`config.mk`:
```
export PLATFORM = sky130hd
export DESIGN_NAME = crc32_stream_flat
export DESIGN_NICKNAME = d
export VERILOG_FILES = /design/src/rtl/crc32_stream_if.sv /design/src/rtl/crc32_stream.sv /design/src/flat_wrapper.sv
export SDC_FILE = /design/constraint.sdc
export NUM_CORES = 1
export LEC_CHECK = 0
export CAP_MARGIN = 20
export CORE_MARGIN = 1
export CORE_UTILIZATION = 61
export DETAILED_ROUTE_END_ITERATION = 7
export GPL_ROUTABILITY_DRIVEN = 1
export PLACE_DENSITY_LB_ADDON = 0.25
export RECOVER_POWER = 50
export SYNTH_ARGS = -nofsm -noshare
export SYNTH_HDL_FRONTEND = slang
export SYNTH_SLANG_ARGS = --single-unit
```
`constraint.sdc`:
```
create_clock -name i_clk -period 6.6 [get_ports i_clk]
set_input_delay 1.65 -clock i_clk [delete_from_list [all_inputs] [get_ports i_clk]]
set_output_delay 1.65 -clock i_clk [all_outputs]
set_load 0.05 [all_outputs]
```
`src/rtl/crc32_stream_if.sv`:
```
// Frame-data and result handshake bundle for the streaming CRC-32 engine.
interface crc32_stream_if #(
  parameter int unsigned DATA_WIDTH = 8,
  parameter int unsigned LEN_WIDTH  = 16
);
  logic                    i_crc_clear;
  logic [DATA_WIDTH-1:0]   s_axis_tdata;
  logic [DATA_WIDTH/8-1:0] s_axis_tkeep;
  logic                    s_axis_tvalid;
  logic                    s_axis_tlast;
  logic                    s_axis_tready;
  logic [31:0]             o_crc;
  logic                    o_crc_good;
  logic [LEN_WIDTH-1:0]    o_frame_len;
  logic                    o_crc_valid;
  logic                    i_crc_ready;

  // Engine side
  modport slave (
    input  i_crc_clear, s_axis_tdata, s_axis_tkeep, s_axis_tvalid, s_axis_tlast, i_crc_ready,
    output s_axis_tready, o_crc, o_crc_good, o_frame_len, o_crc_valid
  );

  // Parent side
  modport master (
    output i_crc_clear, s_axis_tdata, s_axis_tkeep, s_axis_tvalid, s_axis_tlast, i_crc_ready,
    input  s_axis_tready, o_crc, o_crc_good, o_frame_len, o_crc_valid
  );
endinterface

```
`src/rtl/crc32_stream.sv`:
```
// Streaming reflected CRC-32 engine: folds up to DATA_WIDTH/8 kept bytes per beat
// and presents FCS, residue check and byte count on a valid/ready result port.
module crc32_stream #(
  parameter int unsigned DATA_WIDTH = 8,
  parameter logic [31:0] POLY       = 32'h04C11DB7,
  parameter logic [31:0] INIT       = 32'hFFFFFFFF,
  parameter logic [31:0] XOR_OUT    = 32'hFFFFFFFF,
  parameter logic [31:0] RESIDUE    = 32'h2144DF1C,
  parameter int unsigned LEN_WIDTH  = 16
) (
  input logic           i_clk,
  input logic           i_reset_n,
  crc32_stream_if.slave bus
);

  localparam int unsigned KEEP_W = DATA_WIDTH / 8;
  localparam int unsigned CNT_W  = $clog2(KEEP_W + 1);
  localparam int unsigned SUM_W  = LEN_WIDTH + 1;

  typedef enum logic [1:0] {ST_IDLE, ST_FRAME, ST_HOLD} state_t;

  function automatic logic [31:0] reflect32(input logic [31:0] v);
    logic [31:0] r;
    for (int unsigned k = 0; k < 32; k++) r[k] = v[31-k];
    return r;
  endfunction

  localparam logic [31:0] POLY_REF = reflect32(POLY);

  // One byte through the LSB-first shift register; unrolls to an XOR network.
  function automatic logic [31:0] crc_byte(input logic [31:0] crc, input logic [7:0] b);
    logic [31:0] c;
    c = crc ^ {24'h0, b};
    for (int unsigned k = 0; k < 8; k++) c = c[0] ? ((c >> 1) ^ POLY_REF) : (c >> 1);
    return c;
  endfunction

  state_t               state_q, state_d;
  logic [31:0]          crc_q, crc_d;
  logic [LEN_WIDTH-1:0] len_q, len_d;
  logic [31:0]          res_crc_q, res_crc_d;
  logic                 res_good_q, res_good_d;
  logic [LEN_WIDTH-1:0] res_len_q, res_len_d;
  logic                 res_valid_q, res_valid_d;

  logic [31:0]          crc_next_c;
  logic [CNT_W-1:0]     pop_c;
  logic [SUM_W-1:0]     len_sum_c;
  logic [LEN_WIDTH-1:0] len_next_c;
  logic [31:0]          fcs_c;
  logic                 tready_c;
  logic                 accept_c;

  assign tready_c = ((state_q != ST_HOLD) | bus.i_crc_ready) & ~bus.i_crc_clear;
  assign accept_c = bus.s_axis_tvalid & tready_c;
  assign fcs_c    = crc_next_c ^ XOR_OUT;

  // Fold kept lanes into the running CRC, lane 0 first, and count them.
  always_comb begin
    crc_next_c = crc_q;
    pop_c      = '0;
    for (int unsigned i = 0; i < KEEP_W; i++) begin
      if (bus.s_axis_tkeep[i]) begin
        crc_next_c = crc_byte(crc_next_c, bus.s_axis_tdata[8*i +: 8]);
        pop_c      = pop_c + CNT_W'(1);
      end
    end
  end

  // Byte count with saturation at all-ones.
  always_comb begin
    len_sum_c  = {1'b0, len_q} + SUM_W'(pop_c);
    len_next_c = len_sum_c[LEN_WIDTH] ? '1 : len_sum_c[LEN_WIDTH-1:0];
  end

  // Next-state: clear wins, then result acceptance, then beat acceptance.
  always_comb begin
    state_d     = state_q;
    crc_d       = crc_q;
    len_d       = len_q;
    res_crc_d   = res_crc_q;
    res_good_d  = res_good_q;
    res_len_d   = res_len_q;
    res_valid_d = res_valid_q;
    if (bus.i_crc_clear) begin
      state_d     = ST_IDLE;
      crc_d       = INIT;
      len_d       = '0;
      res_valid_d = 1'b0;
    end else begin
      if ((state_q == ST_HOLD) && bus.i_crc_ready) begin
        state_d     = ST_IDLE;
        res_valid_d = 1'b0;
      end
      if (accept_c) begin
        if (bus.s_axis_tlast) begin
          state_d     = ST_HOLD;
          crc_d       = INIT;
          len_d       = '0;
          res_crc_d   = fcs_c;
          res_good_d  = (fcs_c == RESIDUE);
          res_len_d   = len_next_c;
          res_valid_d = 1'b1;
        end else begin
          state_d = ST_FRAME;
          crc_d   = crc_next_c;
          len_d   = len_next_c;
        end
      end
    end
  end

  // State and result registers.
  always_ff @(posedge i_clk or negedge i_reset_n) begin
    if (!i_reset_n) begin
      state_q     <= ST_IDLE;
      crc_q       <= INIT;
      len_q       <= '0;
      res_crc_q   <= '0;
      res_good_q  <= 1'b0;
      res_len_q   <= '0;
      res_valid_q <= 1'b0;
    end else begin
      state_q     <= state_d;
      crc_q       <= crc_d;
      len_q       <= len_d;
      res_crc_q   <= res_crc_d;
      res_good_q  <= res_good_d;
      res_len_q   <= res_len_d;
      res_valid_q <= res_valid_d;
    end
  end

  assign bus.s_axis_tready = tready_c;
  assign bus.o_crc         = res_crc_q;
  assign bus.o_crc_good    = res_good_q;
  assign bus.o_frame_len   = res_len_q;
  assign bus.o_crc_valid   = res_valid_q;

endmodule

```
`src/flat_wrapper.sv`:
```
// flat-port wrapper written by rule: the top's interface ports become plain ports
module crc32_stream_flat 
#(
  parameter int unsigned DATA_WIDTH = 8,
  parameter logic [31:0] POLY       = 32'h04C11DB7,
  parameter logic [31:0] INIT       = 32'hFFFFFFFF,
  parameter logic [31:0] XOR_OUT    = 32'hFFFFFFFF,
  parameter logic [31:0] RESIDUE    = 32'h2144DF1C,
  parameter int unsigned LEN_WIDTH  = 16
)
  (i_clk, i_reset_n, bus_i_crc_clear, bus_s_axis_tdata, bus_s_axis_tkeep, bus_s_axis_tvalid, bus_s_axis_tlast, bus_i_crc_ready, bus_s_axis_tready, bus_o_crc, bus_o_crc_good, bus_o_frame_len, bus_o_crc_valid);
  crc32_stream_if #(.DATA_WIDTH(DATA_WIDTH), .LEN_WIDTH(LEN_WIDTH)) bus_i ();
  input logic i_clk;
  input logic i_reset_n;
  input wire logic [$bits(bus_i.i_crc_clear)-1:0] bus_i_crc_clear;
  input wire logic [$bits(bus_i.s_axis_tdata)-1:0] bus_s_axis_tdata;
  input wire logic [$bits(bus_i.s_axis_tkeep)-1:0] bus_s_axis_tkeep;
  input wire logic [$bits(bus_i.s_axis_tvalid)-1:0] bus_s_axis_tvalid;
  input wire logic [$bits(bus_i.s_axis_tlast)-1:0] bus_s_axis_tlast;
  input wire logic [$bits(bus_i.i_crc_ready)-1:0] bus_i_crc_ready;
  output wire logic [$bits(bus_i.s_axis_tready)-1:0] bus_s_axis_tready;
  output wire logic [$bits(bus_i.o_crc)-1:0] bus_o_crc;
  output wire logic [$bits(bus_i.o_crc_good)-1:0] bus_o_crc_good;
  output wire logic [$bits(bus_i.o_frame_len)-1:0] bus_o_frame_len;
  output wire logic [$bits(bus_i.o_crc_valid)-1:0] bus_o_crc_valid;
  assign bus_i.i_crc_clear = bus_i_crc_clear;
  assign bus_i.s_axis_tdata = bus_s_axis_tdata;
  assign bus_i.s_axis_tkeep = bus_s_axis_tkeep;
  assign bus_i.s_axis_tvalid = bus_s_axis_tvalid;
  assign bus_i.s_axis_tlast = bus_s_axis_tlast;
  assign bus_i.i_crc_ready = bus_i_crc_ready;
  assign bus_s_axis_tready = bus_i.s_axis_tready;
  assign bus_o_crc = bus_i.o_crc;
  assign bus_o_crc_good = bus_i.o_crc_good;
  assign bus_o_frame_len = bus_i.o_frame_len;
  assign bus_o_crc_valid = bus_i.o_crc_valid;
  crc32_stream #(.DATA_WIDTH(DATA_WIDTH), .POLY(POLY), .INIT(INIT), .XOR_OUT(XOR_OUT), .RESIDUE(RESIDUE), .LEN_WIDTH(LEN_WIDTH)) u_core (.i_clk(i_clk), .i_reset_n(i_reset_n), .bus(bus_i));
endmodule
```
==> results.py <==
metrics = {
    "placed_design": {
        "io_buffers": 65,
        "hpwlAfterDp_um": 8756,
        "place_inst": 715,
        "place_congestion": 0.8825,
    },
    "floorplanning": {
        "dieWidth_um": 97.16,
        "core_region_area_mm2": 0.008763,
        "fp-row-count": 34,
        "fp.dieH_um": 97.16,
        "initial_core_util_pct": 63.04,
        "die-area_mm2": 0.009440,
        "io_pins": 66,
    },
    "sta": {
        "hold_viol_final": 0,
        "setup_tns_ps": 0,
        "slew_violations": 160,
        "fmax_mhz": 199.0,
        "worst_pin_slew_ps": 2044,
        "fin_crit_ps": 5024,
        "clock-skew-final_ps": 13.04,
        "setup_viol": 0,
        "finalCritPeriodShare_pct": 76.12,
        "rsz0062_at_grt": "false",
        "slew_headroom_pct": -36.24,
    },
    "clocking": {
        "cts_setup_buffers": 0,
        "clk_pin_slew_worst_paths_ps": 100,
        "cts_resized": 0,
        "cts-hold-fix-buffers": 0,
        "clock_tree.root_cell": "clkbuf_8",
        "cts.sinks": 100,
        "cts_htree_levels": 3,
        "cts_tree": "yes",
        "worstSkewPairLatency_ps": 370,
        "cts_buffers": 9,
        "clk_path_buf_depth": 2,
    },
    "finish": {
        "final-instance-count-excl-fill": 731,
        "diodes": 0,
        "fin_util_pct": 73.14,
        "mostFrequentLayoutCell": "nand2_1",
        "drive_above_1_share_pct": 11.08,
        "syn2layout_area_growth_pct": 16.04,
        "layout_common_cells": "nand2_1, dfrtp_1, nor2_1, xnor2_1, clkdlybuf4s50_1",
        "fin_nets": 635,
    },
    "synthesis": {
        "syn_nets": 584,
        "synth_edf_count": 0,
        "ys_types": 50,
        "ys_ff_latch": 100,
        "seq_area_frac_synth_pct": 46.02,
        "synth.avg_cell_area_um2": 9.743,
        "yosys.area_share.simple_pct": 16.22,
        "yosysWarnings": 0,
        "ys_async_sr_fraction_pct": 100.0,
        "synth_area_mm2": 0.005524,
        "synth_cells": 567,
        "ys.flop_type": "dfrtp_1",
        "synth_adder_area_share_pct": 0.4530,
        "synthMuxAreaShare_pct": 5.210,
        "synth_top_family_by_area": "XOR/XNOR gates",
        "synthXorXnorAreaFrac_pct": 17.17,
        "synth_compound_area_share_pct": 11.96,
    },
    "global_routing": {
        "antenna_found_initial": 0,
        "grt_pass1_vias": 4190,
        "grt_pass1_wl_um": 21220,
        "grt_usage_pct": 28.21,
        "gr-total-overflow": 0,
        "grt_max_degree": 74,
    },
    "route": {
        "drc": 0,
        "wl_um": 12680,
        "routed_via_density": 5.871,
        "num_vias": 4292,
        "drt_iter0_markers": 269,
        "drt-pass1-iter-count": 6,
        "ant_nets": 0,
        "wl_per_cell_um": 17.35,
    },
    "power": {
        "p_leak_uw": 0.002816,
        "power_density_mw_per_mm2": 336.2,
        "vdd_drop_max_mv": 0.2328,
    },
    "critical_path": {
        "arrival_ps": 3370,
        "crit_fanout": 5,
        "worstPathRequired_ps": 4950,
        "path_class": "in2out",
        "startpoint_type": "input port",
        "worstSetupEndpointType": "output port",
    },
    "min_path": {
        "worstHoldPathType": "reg2reg",
    },
    "job": {
        "cap_violations": 3,
    },
    "outcome": {
        "violations": "max-capacitance violations, max-slew violations",
        "status": "complete, but fails checks",
    },
}
[synth_stat cells, drive strengths merged, types with 4 or more instances]
library cell    n  area (um2)
a21oi          40       200.2
a22o            7       61.31
a31oi          12       75.07
and3            7       45.05
buf             6       38.78
clkbuf         24       90.09
dfrtp          68        1702
dfstp          32       840.8
inv             7       26.28
mux2i          25       250.2
nand2         106       397.9
nand3           9       45.04
nand4           4       25.02
nor2           55       206.5
nor3            5       25.02
o21ai          36       180.2
o22a            7       61.31
xnor2          55       549.3
xnor3          11       251.5
xor2           11       96.34
[routing by layer]
metal / part of all wire [%] / vias up / GRT usage, %
met2: 48 / 148 / 45.50
met3: 5.9 / 16 / 5.612
met5: 0 / - / 0
met4: 1.2 / 0 / 7.807
li1: - / 2026 / -
met1: 45 / 2102 / 39.17
[stage by stage]
stage	setup slack, ps	total power (uW)	hold slack (ps)	instance area, um2
final	1576	2155	475.4	6410
after global routing	1483	2253	501.3	6410
after CTS	1656	2169	479.2	6424
after detailed placement	1360	1758	456.8	6212
after global placement	1484	1734	452.5	6212
after floorplan	2511	1474	453.8	5524
[power breakdown]
| part | internal [uW] | total [uW] | switching [uW] |
|---|---|---|---|
| Sequential | 721 | 784 | 62.4 |
| Clock | 197 | 413 | 217 |
| Combinational | 365 | 958 | 593 |
| Total | 1280 | 2160 | 872 |
[area by class of cell]
| type | instances | area [um2] |
|---|---|---|
| well taps | 108 | 135.1 |
| inverters | 7 | 26.28 |
| flip-flops and latches | 100 | 2542 |
| clock inverters | 5 | 60.06 |
| multi-input cells | 429 | 2820 |
| clock buffers | 11 | 151.4 |
| fillers | 649 | 2354 |
| repair buffers | 71 | 674.4 |
[registers in the layout (all words and copies together), names as in the netlist]
name / count
u_core.bus.o_crc_valid: 1
u_core.crc_q: 32
u_core.bus.o_crc_good: 1
u_core.len_q: 16
u_core.bus.o_crc: 32
u_core.bus.o_frame_len: 16
u_core.state_q: 2
[cells by family after synthesis]
group,Yosys count
simple gates,207
compound gates,113
flops,100
xor+xnor,79
buf+inv,38
mux,28
fa+ha+maj,2
[critical path, cell delays in order]
cell             delay [ps]
dlygate4sd3_1           570
nor3b_1                  60
nor2_1                  230
clkdlybuf4s50_1         860
[final timing paths]
kind | to | slack [ps] | start | cells after the start
setup / recovery | bus_s_axis_tready | 1580 | bus_i_crc_ready | 4
hold / removal | u_core.bus.o_crc[28] | 480 | u_core.bus.o_crc[28] | 2
setup reg to reg | u_core.bus.o_crc_good | 2900 | u_core.crc_q[0] | 7
hold reg to reg | u_core.bus.o_crc[28] | 480 | u_core.bus.o_crc[28] | 2
max in group asynchronous | u_core.bus.o_crc_good | 2600 | i_reset_n | 2
min in group asynchronous | u_core.bus.o_crc_valid | 1580 | i_reset_n | 1
No activity file was read; power rests on OpenSTA's default activity.
